File: config.mk
export PLATFORM = sky130hd
export DESIGN_NAME = seq_multiplier_flat
export DESIGN_NICKNAME = d
export VERILOG_FILES = /design/src/rtl/seq_multiplier_if.sv /design/src/rtl/seq_multiplier.sv /design/src/flat_wrapper.sv
export SDC_FILE = /design/constraint.sdc
export NUM_CORES = 1
export LEC_CHECK = 0
export ABC_AREA = 1
export CAP_MARGIN = 20
export CORE_MARGIN = 1.5
export CORE_UTILIZATION = 45
export DETAILED_ROUTE_END_ITERATION = 7
export PLACE_DENSITY = 0.66
export SLEW_MARGIN = 0
export SYNTH_ARGS = -nofsm -noshare
export SYNTH_HDL_FRONTEND = slang
export SYNTH_SLANG_ARGS = --single-unit
File: constraint.sdc
create_clock -name clk -period 6.7 [get_ports clk]
set_input_delay 1.34 -clock clk [delete_from_list [all_inputs] [get_ports clk]]
set_output_delay 1.34 -clock clk [all_outputs]
set_load 0.05 [all_outputs]
File: src/rtl/seq_multiplier_if.sv
// Start/busy/done handshake between the ALU controller (master) and the
// sequential multiplier (slave).
interface seq_multiplier_if #(
    parameter int unsigned WIDTH = 4
) ();
    logic                 start;
    logic                 signed_mode;
    logic [WIDTH-1:0]     a;
    logic [WIDTH-1:0]     b;
    logic                 busy;
    logic                 done;
    logic [2*WIDTH-1:0]   product;

    modport master (
        output start, signed_mode, a, b,
        input  busy, done, product
    );

    modport slave (
        input  start, signed_mode, a, b,
        output busy, done, product
    );
endinterface

File: src/rtl/seq_multiplier.sv
// Sequential shift-add multiplier: one multiplier bit per clock on operand
// magnitudes, sign applied to the accumulated result on the last step.
module seq_multiplier #(
    parameter int unsigned WIDTH = 4
) (
    input  logic           clk,
    input  logic           rst,
    seq_multiplier_if.slave bus
);
    localparam int unsigned PW = 2 * WIDTH;
    localparam int unsigned CW = $clog2(WIDTH);

    localparam logic [1:0] S_IDLE = 2'd0;
    localparam logic [1:0] S_RUN  = 2'd1;
    localparam logic [1:0] S_FIN  = 2'd2;

    logic [1:0]       r_state,   w_state_nxt;
    logic [WIDTH-1:0] r_mcand,   w_mcand_nxt;
    logic [WIDTH-1:0] r_mplier,  w_mplier_nxt;
    logic             r_neg,     w_neg_nxt;
    logic [PW-1:0]    r_acc,     w_acc_nxt;
    logic [PW-1:0]    r_product, w_product_nxt;
    logic [CW-1:0]    r_count,   w_count_nxt;
    logic             r_busy;
    logic             r_done;
    logic [PW-1:0]    w_sum;
    logic             w_last;

    assign w_sum  = r_acc + (r_mplier[0] ? (PW'(r_mcand) << r_count) : PW'(0));
    assign w_last = (r_count == CW'(WIDTH - 1));

    // Next-state and datapath update; FIN accepts a new start exactly like IDLE.
    always_comb begin
        w_state_nxt   = r_state;
        w_mcand_nxt   = r_mcand;
        w_mplier_nxt  = r_mplier;
        w_neg_nxt     = r_neg;
        w_acc_nxt     = r_acc;
        w_product_nxt = r_product;
        w_count_nxt   = r_count;
        case (r_state)
            S_RUN: begin
                w_acc_nxt    = w_sum;
                w_mplier_nxt = r_mplier >> 1;
                w_count_nxt  = r_count + CW'(1);
                if (w_last) begin
                    w_state_nxt   = S_FIN;
                    w_product_nxt = r_neg ? (~w_sum + PW'(1)) : w_sum;
                end
            end
            S_IDLE, S_FIN: begin
                w_state_nxt = S_IDLE;
                if (bus.start) begin
                    w_state_nxt  = S_RUN;
                    w_mcand_nxt  = (bus.signed_mode && bus.a[WIDTH-1]) ? (~bus.a + WIDTH'(1)) : bus.a;
                    w_mplier_nxt = (bus.signed_mode && bus.b[WIDTH-1]) ? (~bus.b + WIDTH'(1)) : bus.b;
                    w_neg_nxt    = bus.signed_mode & (bus.a[WIDTH-1] ^ bus.b[WIDTH-1]);
                    w_acc_nxt    = '0;
                    w_count_nxt  = '0;
                end
            end
            default: w_state_nxt = S_IDLE;
        endcase
    end

    always_ff @(posedge clk or posedge rst) begin
        if (rst) begin
            r_state   <= S_IDLE;
            r_mcand   <= '0;
            r_mplier  <= '0;
            r_neg     <= 1'b0;
            r_acc     <= '0;
            r_product <= '0;
            r_count   <= '0;
            r_busy    <= 1'b0;
            r_done    <= 1'b0;
        end else begin
            r_state   <= w_state_nxt;
            r_mcand   <= w_mcand_nxt;
            r_mplier  <= w_mplier_nxt;
            r_neg     <= w_neg_nxt;
            r_acc     <= w_acc_nxt;
            r_product <= w_product_nxt;
            r_count   <= w_count_nxt;
            r_busy    <= (w_state_nxt == S_RUN);
            r_done    <= (w_state_nxt == S_FIN);
        end
    end

    assign bus.busy    = r_busy;
    assign bus.done    = r_done;
    assign bus.product = r_product;
endmodule

File: src/flat_wrapper.sv
// flat-port wrapper written by rule: the top's interface ports become plain ports
module seq_multiplier_flat 
#(
    parameter int unsigned WIDTH = 4
)
  (clk, rst, bus_start, bus_signed_mode, bus_a, bus_b, bus_busy, bus_done, bus_product);
  seq_multiplier_if #(.WIDTH(WIDTH)) bus_i ();
  input  logic clk;
  input  logic rst;
  input wire logic [$bits(bus_i.start)-1:0] bus_start;
  input wire logic [$bits(bus_i.signed_mode)-1:0] bus_signed_mode;
  input wire logic [$bits(bus_i.a)-1:0] bus_a;
  input wire logic [$bits(bus_i.b)-1:0] bus_b;
  output wire logic [$bits(bus_i.busy)-1:0] bus_busy;
  output wire logic [$bits(bus_i.done)-1:0] bus_done;
  output wire logic [$bits(bus_i.product)-1:0] bus_product;
  assign bus_i.start = bus_start;
  assign bus_i.signed_mode = bus_signed_mode;
  assign bus_i.a = bus_a;
  assign bus_i.b = bus_b;
  assign bus_busy = bus_i.busy;
  assign bus_done = bus_i.done;
  assign bus_product = bus_i.product;
  seq_multiplier #(.WIDTH(WIDTH)) u_core (.clk(clk), .rst(rst), .bus(bus_i));
endmodule
After elaboration in Yosys (flattened, before gate mapping):

Cells that the tools add are included.

* input bits: 12
* output and inout port bits: 10
* bits in registers: 31
* word-level logic and storage cells: 47

* bitwise logic cells: 5
* mux-type cells: 13
* add/sub/neg operators: 5
* shift operators: 1
* reductions and logical operators: 8
* equality and inequality tests: 6

Operators by type and width (number)
* 8-bit two-way mux: 3
* 8-bit one-hot mux with 2 select lines: 1
* 4-bit two-way mux: 3
* 4-bit by 1-bit adder with 4-bit output (second input constant): 2
* 8-bit by 1-bit adder with 8-bit output (second input constant): 1
* 8-bit adder: 1
* 4-bit NOT: 2
* 8-bit NOT: 1
* 2-bit one-hot mux with 2 select lines: 2
* 4-bit one-hot mux with 2 select lines: 1
* 4-bit by 2-bit left shift with 8-bit output: 1
* 2-bit equality test (second input constant): 3
* 2-bit AND reduction: 3
* 2-bit by 1-bit equality test with 1-bit output (second input constant): 2
* 2-bit two-way mux: 2
* 2-bit by 1-bit adder with 2-bit output (second input constant): 1
* 1-bit logical AND: 2
* 2-bit logical NOT: 1
* 2-bit inequality test (second input constant): 1
* 2-bit nonzero test: 1
* 2-bit OR reduction: 1
* 1-bit AND: 1
* 1-bit two-way mux: 1
* 1-bit bitwise XOR: 1

Longest topological paths before layout:

* depth after elaboration: 6
* mapped depth: 17
* gate-level depth less buffers: 16

Worst setup path after synthesis:

Ideal clock, no wire load.

* path type: register -> register
* start point: register u_core.r_count[0]
* end point: register u_core.r_product[6], in the netlist u_core.bus.product[6]
* arrival: 2.183 ns
* required time: 6.582 ns
* path buffers: 1
* period minus slack after synthesis: 2.301 ns
* library setup time: 0.118 ns
* cell stages (with the launch flop): 17
* setup slack: 4.399 ns
* cells stage by stage: dfrtp_1 clkbuf_1 inv_1 nand2_1 nor2_1 ha_1 fa_1 inv_1 ha_1 inv_1 nor2_1 nand3_1 nand3b_1 nand2_1 nand2_1 nand3_1 nand2_1

* cells in the longest elaborated chain, start to end: 6
* elaborated cells between the ends (all ways): 8
* those cells by class: add/sub (2); eq/ne (1); shift (1); mux (2); bitwise (1); reduce/logical (1)

Ends and longest elaborated chain
* start: declaration: RTL line seq_multiplier.sv:23 `logic [CW-1:0] r_count, w_count_nxt;`
* start signal: assignment: RTL line seq_multiplier.sv:84 `r_count <= w_count_nxt;`
* 4-bit by 2-bit left shift with 8-bit output: RTL line seq_multiplier.sv:29 `assign w_sum = r_acc + (r_mplier[0] ? (PW'(r_mcand) << r_count) : PW'(0));`
* 8-bit two-way mux: RTL line seq_multiplier.sv:29
* 8-bit adder: RTL line seq_multiplier.sv:29
* 8-bit NOT: RTL line seq_multiplier.sv:48 `w_product_nxt = r_neg ? (~w_sum + PW'(1)) : w_sum;`
* 8-bit by 1-bit adder with 8-bit output: RTL line seq_multiplier.sv:48
* 8-bit two-way mux: RTL line seq_multiplier.sv:48
* end signal: assignment: RTL line seq_multiplier.sv:83 `r_product <= w_product_nxt;`
* end: declaration: RTL line seq_multiplier.sv:22 `logic [PW-1:0] r_product, w_product_nxt;`

Parallel ways exist; a longest one is shown, timed or not.
A chain may end at the register's enable or synchronous reset.

Worst setup path in the final report:

* start point: register u_core.r_product[2], in the netlist u_core.bus.product[2]
* end point: output port bus_product[2]

RTL lines
* end: declaration: RTL line flat_wrapper.sv:16 `output wire logic [$bits(bus_i.product)-1:0] bus_product;`

No word-level cell between the ends.

==> qor.yml <==
pwr:
  peakVddDrop_uv: 196
  power_mw: 1.18
  p_leak_nw: 1.14
  power.density_mw_per_mm2: 521
setup_path:
  worstPathArrival_ps: 1430
  end_kind: "primary output"
  r2r_cells: 15
  r2r-start: "u_core.r_count[0]"
  cp_top_family: "buffers and inverters"
  cp_num_buf_inv: 1
  worstSetupPathType: "reg -> out"
  crit_fanout: 2
  path_cells: "clkdlybuf4s50_1"
  crit_required_ps: 5360
  cp-start-kind: "register"
  r2r_end: "u_core.bus.product[6]"
  r2r_slack_ps: 4140
  max_stage_delay_ps: 800
  slowest_stage: "clkdlybuf4s50_1"
cts:
  cts_made_buffers: 5
  cts_tree: "done"
  ctsResizeCount: 0
  cts_buffer_depth: 2
  insertion_delay_ps: 280
  cts_setup_buffers: 0
  clk_pin_slew_ps: 70
  hold_buffers: 0
  cts_htree_levels: 2
  cts_num_sinks: 31
  cts_root_buf: "clkbuf_8"
placement:
  dpl_worst_slack_ps: 4000
  hpwl_um: 3050
  gp_congestion: 0.796
  dpl-instance-area_mm2: 0.00216
  io_buffers: 21
synthesis:
  async_reset_ff_share_pct: 100
  synth_common_cells: "73 x nand2_1, 31 x dfrtp_1, 27 x inv_1, 24 x o21ai_0, 16 x nand3_1"
  yosysMostFrequentCell: "nand2_1"
  yosysTopAreaCellShare_pct: 40.7
  synth_area_leader_cell: "dfrtp_1"
  netlist_area_mm2: 0.00191
  synth-edff-count: 0
  synth_cells: 245
  synth_cell_types: 31
  synth_seq_cells: 31
  yosysWarnings: 0
  synthTopCellsByArea: "dfrtp_1 41%, nand2_1 14%, ha_1 7.2%"
  syn-num-nets: 269
  synth.avg_cell_area_um2: 7.78
  yosys_most_used_dff: "dfrtp_1"
  yosysSeqAreaShare_pct: 40.7
finish:
  design_area_mm2: 0.00226
  synthToLayoutAreaGrowth_pct: 18.4
  nNetsFinal: 294
  num_antenna_cells: 0
  drive_gt1_share_pct: 8.89
sta:
  skew_ps: 8.67
  worst_pin_slew_ps: 495
  worst_slack_ps: 3930
  period_share_pct: 41.3
  max_slew_margin_pct: 66.9
  finalCriticalPeriod_ps: 2770
  slew_violations: 0
  hold_viol: 0
  fin_tns_setup_ps: 0
  finalSetupViolations: 0
  rsz0062_at_grt: "false"
  max_freq_mhz: 361
  whs_ps: 478
routing:
  post_drt_wl_per_cell_um: 12.1
  route.detailed.drc: 0
  drt_pass1_iterations: 4
  antenna_left: 0
  drt_iter0_drc: 83
  dr_total_vias: 1591
  viasPerCell: 4.97
  totalWireLength_um: 3870
job:
  drv_cap: 0
grt:
  grt_max_degree: 32
  antenna_found_initial: 0
  overflow: 0
  grt_pass1_vias: 1483
  grt_pass1_wl_um: 6620
  track_usage_pct: 19.6
floorplan:
  core_region_area_mm2: 0.00403
  io_pins: 22
  chipWidth_um: 68.1
  initial_core_util_pct: 47.3
  die_area_mm2: 0.00464
  die-height_um: 68.1
  core.rowCount: 23
outcome:
  status: "completed"
min_path:
  hold_depth: 2
  worstHoldStart: "u_core.bus.product[4]"
  hold_class: "reg -> reg"
  worstHoldEndpoint: "u_core.bus.product[4]"
power breakdown:
group	leakage [nW]	internal [mW]	switching, mW
clock network	0.0513	0.109	0.0670
registers	0.396	0.269	0.0600
logic	0.694	0.229	0.443
state kept, by name, summed over array words and instances, names as in the netlist:
name / count
u_core.bus.done: 1
u_core.r_mplier: 4
u_core.r_neg: 1
u_core.bus.busy: 1
u_core.r_state: 2
u_core.bus.product: 8
u_core.r_count: 2
u_core.r_acc: 8
u_core.r_mcand: 4
cell families after synthesis:
family | Yosys count | synth area share, %
AO/OA/AOI/OAI | 39 | 11.0
adder cells (fa/ha/maj) | 12 | 8.27
buffers and inverters | 35 | 7.74
XOR/XNOR | 5 | 2.30
multiplexers | 3 | 1.57
AND/OR/NAND/NOR | 120 | 28.4
flip-flops | 31 | 40.7
how the worst max path moves through the flow:
| stage | cells after the start | end | from |
|---|---|---|---|
| final | 1 | bus_product[2] | u_core.bus.product[2] |
| after global routing | 1 | bus_product[4] | u_core.bus.product[4] |
| after CTS | 1 | bus_product[0] | u_core.bus.product[0] |
| after detailed placement | 6 | u_core.r_mplier[1] | bus_start |
| after global placement | 7 | u_core.r_mplier[1] | bus_b[0] |
| after floorplan | 16 | u_core.bus.product[6] | u_core.r_count[0] |
routing by layer:
metal  track usage (%)  share of wire (%)  vias to the layer above
met5                 0                  0                        -
met4              6.00                1.3                        0
met3              5.43                3.4                        5
met2              33.0                 48                       29
met1              24.4                 48                      722
li1                  -                  -                      835
stage by stage:
stage	util [%]	instances
after detailed placement	53.5	313
final	56.1	320
after CTS	56.1	320
after floorplan	-	245
after global routing	56.1	320
after global placement	53.5	313
area by class of cell:
class	instances	area [um^2]
flip-flops and latches	31	776
repair buffers	22	218
well taps	50	62.6
clock buffers	6	72.6
inverters	31	116
fillers	404	1770
multi-input cells	179	983
clock inverters	1	30.0
cell usage in the layout (no fill, tap or decap):
| cell type | Yosys | routed |
|---|---|---|
| nand3_2 | 3 | 3 |
| o21a_1 | 1 | 1 |
| nand2_1 | 73 | 73 |
| clkdlybuf4s50_1 | 0 | 21 |
| clkinv_1 | 1 | 1 |
| ha_1 | 11 | 11 |
| nor3_1 | 1 | 1 |
| a211oi_1 | 1 | 1 |
| nor2_4 | 2 | 2 |
| nand3b_1 | 1 | 1 |
| nand2_4 | 1 | 1 |
| o31ai_1 | 1 | 1 |
| nor2_1 | 14 | 14 |
| nor2_2 | 1 | 1 |
| o21ai_0 | 24 | 24 |
| dfrtp_1 | 31 | 31 |
| a21oi_1 | 6 | 6 |
| buf_4 | 0 | 1 |
| a31oi_1 | 1 | 1 |
| nand2_2 | 6 | 6 |
| bufinv_16 | 0 | 1 |
| xor2_1 | 3 | 3 |
| clkbuf_1 | 1 | 1 |
| o22ai_1 | 5 | 5 |
| or2_0 | 1 | 1 |
| xnor2_1 | 2 | 2 |
| and2_4 | 1 | 1 |
| inv_2 | 3 | 3 |
| clkbuf_8 | 0 | 5 |
| inv_1 | 27 | 27 |
| fa_1 | 1 | 1 |
| mux2i_1 | 3 | 3 |
| nand3_1 | 16 | 16 |
Power figures use the tool's default switching activity.
==> RTL change 1 (config.mk and constraints unchanged) <==
`WIDTH` is set to 4 in 3 places; all go to 8.
--- a/src/rtl/seq_multiplier_if.sv
+++ b/src/rtl/seq_multiplier_if.sv
@@ -1,7 +1,7 @@
 // Start/busy/done handshake between the ALU controller (master) and the
 // sequential multiplier (slave).
 interface seq_multiplier_if #(
-    parameter int unsigned WIDTH = 4
+    parameter int unsigned WIDTH = 8
 ) ();
     logic                 start;
     logic                 signed_mode;
--- a/src/rtl/seq_multiplier.sv
+++ b/src/rtl/seq_multiplier.sv
@@ -1,7 +1,7 @@
 // Sequential shift-add multiplier: one multiplier bit per clock on operand
 // magnitudes, sign applied to the accumulated result on the last step.
 module seq_multiplier #(
-    parameter int unsigned WIDTH = 4
+    parameter int unsigned WIDTH = 8
 ) (
     input  logic           clk,
     input  logic           rst,
--- a/src/flat_wrapper.sv
+++ b/src/flat_wrapper.sv
@@ -1,7 +1,7 @@
 // flat-port wrapper written by rule: the top's interface ports become plain ports
 module seq_multiplier_flat 
 #(
-    parameter int unsigned WIDTH = 4
+    parameter int unsigned WIDTH = 8
 )
   (clk, rst, bus_start, bus_signed_mode, bus_a, bus_b, bus_busy, bus_done, bus_product);
   seq_multiplier_if #(.WIDTH(WIDTH)) bus_i ();
Interface: changed (resized bus_a, bus_b and bus_product); port bits go from 22 to 38. The function was not compared with the original's and may differ.
==> RTL change 1 against the unedited design <==
The flow now finishes with violations (design-rule violations); sequential power grew 85%; non-clock buffer count up 16; combinational power grew to 2.7 times the old value; cell area up 110%; area after synthesis up 120%; sequential cell count is 25 higher; count of clock-buffer cells in the layout rose by 1; routed wire length rose to 2.5 times the old value; total power grew 120%; setup slack lost 0.37 ns; first-iteration DRC count increased by 120%; die area up 110%; fmax down 12%; largest power group unchanged; highest routed layer unchanged.
==> RTL change 1: results (changes against the unedited design) <==
placed_design:
  placedCellCount: 732  # +130%
  portBuffers: 37  # +76%
  post-place-ws_ns: 3.53  # -0.471 ns
  gp_congestion: 0.971  # +22%
global_routing:
  grt_max_degree: 57  # +78%
  grt_pass1_vias: 3724  # +150%
  grt_pass1_wl_microns: 17000  # +160%
  grtUsageTotal: 0.215  # +0.0191
route:
  drtIter0Drc: 185  # +120%
  routed_wl_microns: 9750  # +150%
  dr.pass1.iters: 6  # +2
  post-route-drc-count: 2  # +2
final_layout:
  drive_gt1_frac: 0.101  # +0.0124
  fillers: 899  # +120%
  fin_cells: 740  # +130%
clock_tree:
  clk-insertion-delay-late_ns: 0.31  # +0.03 ns
  clkTransAtPathRegs_ns: 0.10  # +0.03 ns
synthesis:
  synth_area_leaders: "dfrtp_1, nand2_1, o21ai_0"
  ys_types: 39  # +26%
  synth_commonest_cells: "nand2_1, inv_1, o21ai_0"
  syn_inst: 598  # +140%
floorplan:
  core_sq_um: 8810  # +120%
setup_path:
  cpLargestDelayFamily: "simple AND/OR/NAND/NOR gates"
  cp_slowest_cell: "dfrtp_1"
  cp_slowest_stage_delay_ns: 0.52  # -0.28 ns
  arrival_ns: 3.35  # +1.92 ns
  crit_fanout: 11  # +9
sta:
  skew_ns: 0.0180  # +0.00932 ns
  worst_pin_slew_ns: 0.787  # +0.292 ns
power:
  p_leak_nw: 2.41  # +110%
  internal-power_w: 0.00115  # +89%
  vdd_ir_drop_max_mv: 0.192  # -1.9%
status:
  status: "finished, violations left"
  violations: "design-rule violations"
## RTL change 1: path summary, 6_finish.rpt
| check | from | end | slack [ns] | cells after the start |
|---|---|---|---|---|
| setup / recovery | u_core.r_count[1] | u_core.bus.product[15] | 3.56 | 17 |
| setup reg to reg | u_core.r_count[1] | u_core.bus.product[15] | 3.56 | 17 |
| hold / removal | u_core.r_mplier[6] | u_core.r_mplier[6] | 0.49 | 2 |
| max in group asynchronous | rst | u_core.r_acc[1] | 4.69 | 3 |
| min in group asynchronous | rst | u_core.r_mplier[6] | 1.53 | 3 |
| hold reg to reg | u_core.r_mplier[6] | u_core.r_mplier[6] | 0.49 | 2 |
## RTL change 1: per-layer routing
| metal | wire length [microns] | global-route usage | vias up |
|---|---|---|---|
| li1 | - | - | 1974 |
| met3 | 316 | 0.0333 | 9 |
| met1 | 4500 | 0.269 | 1778 |
| met2 | 4820 | 0.387 | 68 |
| met5 | 0 | 0 | - |
| met4 | 113 | 0.0560 | 0 |
## RTL change 1: final cells by class
| class | instances | area, sq um | area share |
|---|---|---|---|
| clock buffers | 7 | 76.3 | 0.0163 |
| clock inverters | 1 | 8.76 | 0.00187 |
| inverters | 82 | 308 | 0.0657 |
| multi-input cells | 448 | 2380 | 0.507 |
| flip-flops and latches | 56 | 1400 | 0.299 |
| well taps | 108 | 135 | 0.0289 |
| repair buffers | 38 | 378 | 0.0807 |
## RTL change 1: cells by family (layout without fill, tap and decap cells)
logic type,Yosys count,count (layout),synth area share
multiplexers,1,1,0.00241
buffers and inverters,94,128,0.0887
AO/OA/AOI/OAI,101,101,0.134
AND/OR/NAND/NOR,308,308,0.335
XOR/XNOR,17,17,0.0359
adder cells (fa/ha/maj),21,21,0.0652
flip-flops,56,56,0.338
## RTL change 1: worst reg2reg max path: stages, from the launching register on
cell      delay, ns
dfrtp_1        0.52
clkinv_1       0.29
o21ai_0        0.35
o22ai_1        0.14
ha_1           0.43
nand2_2        0.12
nor2_2         0.19
nand3_1        0.16
nand3_1        0.11
nand2_1        0.06
nand2_2        0.13
nand3_1        0.14
nor2_1         0.11
nand2_1        0.07
nand2_1        0.06
nand2_1        0.05
nand3_1        0.06
nand2_1        0.05
## RTL change 1: power groups by stage
| stage | clock network (W) | logic, W | registers (W) |
|---|---|---|---|
| after floorplan | 0 | 0.00124 | 0.000733 |
| after global placement | 0 | 0.00176 | 0.000610 |
| after detailed placement | 0 | 0.00179 | 0.000615 |
| after CTS | 0.000190 | 0.00180 | 0.000609 |
| after global routing | 0.000204 | 0.00201 | 0.000630 |
| final | 0.000185 | 0.00179 | 0.000609 |
==> RTL change 2 (same flow settings) <==
Without the edit above. Reset style: synchronous (`rst`), changed in one clocked block.
--- a/src/rtl/seq_multiplier.sv
+++ b/src/rtl/seq_multiplier.sv
@@ -63,7 +63,7 @@
         endcase
     end
 
-    always_ff @(posedge clk or posedge rst) begin
+    always_ff @(posedge clk) begin
         if (rst) begin
             r_state   <= S_IDLE;
             r_mcand   <= '0;
Check against the original RTL: differs if rst is asserted again (counterexample within 4 cycles, from zero or initial values and one cycle with rst high); with rst held inactive, the same outputs for 10 cycles.
==> RTL change 2 against the unedited design <==
Setup slack improved by 0.0059 ns; register-to-register slack improved by 0.10 ns; count of clock-buffer cells in the layout unchanged; cell area decreased by 3.0%; area after synthesis decreased by 3.6%; sequential cell count unchanged; global-route usage increased by 0.12 points; routed wire length decreased by 1.8%; largest cell class unchanged.
Power is not compared: it rests on default switching activity, and its combinational part moved more than twofold at a synthesized area within 25%.
==> RTL change 2: results (changes against the unedited design) <==
status:
  status: "finished clean"
sta:
  skew_ns: 0.00660  # -0.00208 ns
  worst_pin_slew_ns: 0.615  # +0.120 ns
placed_design:
  portBuffers: 21  # unchanged
  dpl.hpwl_microns: 2960  # -2.9%
synthesis:
  synth_area_leaders: "dfxtp_1, nand2_1, ha_1"
  syn_nets: 288  # +7.1%
  synth_compound_area_frac: 0.174  # +0.0640
  synth_flop_cell: "dfxtp_1"
  synth.mux.area_fraction: 0.0163  # +0.000590
  ys_seq_area_frac: 0.338  # -0.0692
  synth_commonest_cells: "nand2_1, dfxtp_1, inv_1"
  synthAdderAreaFrac: 0.0858  # +0.00310
  synth-async-reset-ratio: 0  # -1.00
global_routing:
  met3_usage: 0.0456  # -0.00867
  met2_usage: 0.308  # -0.0226
  grt_max_degree: 18  # -44%
  met1_usage: 0.266  # +0.0216
  grt_pass1_wl_microns: 6670  # +0.62%
  grtUsageTotal: 0.198  # +0.00121
setup_path:
  arrival_ns: 1.42
final_layout:
  fillers: 399  # -1.2%
  drive_gt1_frac: 0.0982  # +0.00936
route:
  vias: 1651  # +3.8%
  drtIter0Drc: 92  # +11%
## RTL change 2: changes by cell type after synthesis, sizes merged, moves of 4 or more
cell    delta
dfrtp     -31
dfxtp     +31
a21oi     +19
nor2       +9
nand2      -7
o21ai      -7
clkbuf     +4
## RTL change 2: layout make-up
type,instances,share of cell area
multi-input combinational,194,0.485
sequential,31,0.283
timing repair buffer,21,0.0959
inverter,31,0.0531
clock buffer,6,0.0377
tap,50,0.0286
clock inverter,2,0.0160
## RTL change 2: routing by layer
metal	wire length [microns]	up-vias
li1	-	905
met1	1930	721
met2	1710	20
met3	94	5
met4	65	0
met5	0	-
## RTL change 2: report_power, final
group / internal [W] / switching [W]
logic: 0.0000249 / 0.0000390
registers: 0.000192 / 0.00000672
clock network: 0.000120 / 0.0000694
## RTL change 2: cell families after synthesis
family,count (synthesis)
XOR/XNOR,5
AND/OR/NAND/NOR,117
flip-flops,31
multiplexers,3
buffers and inverters,39
adder cells (fa/ha/maj),12
AO/OA/AOI/OAI,57
## RTL change 2: worst paths after layout
kind | endpoint | startpoint | slack [ns] | cells past startpoint
min | u_core.r_acc[5] | u_core.r_acc[5] | 0.47 | 2
max reg2reg | u_core.bus.product[6] | u_core.r_count[0] | 4.24 | 16
min reg2reg | u_core.r_acc[5] | u_core.r_acc[5] | 0.47 | 2
max | bus_product[5] | u_core.bus.product[5] | 3.94 | 1
## RTL change 2: stage by stage
step,instance area [sq um],std cells,hold WS [ns],util
after floorplan,1840,264,0.443,-
after CTS,2190,335,0.474,0.552
final,2190,335,0.472,0.552
after detailed placement,2070,327,0.462,0.522
after global placement,2070,327,0.454,0.522
after global routing,2190,335,0.487,0.552
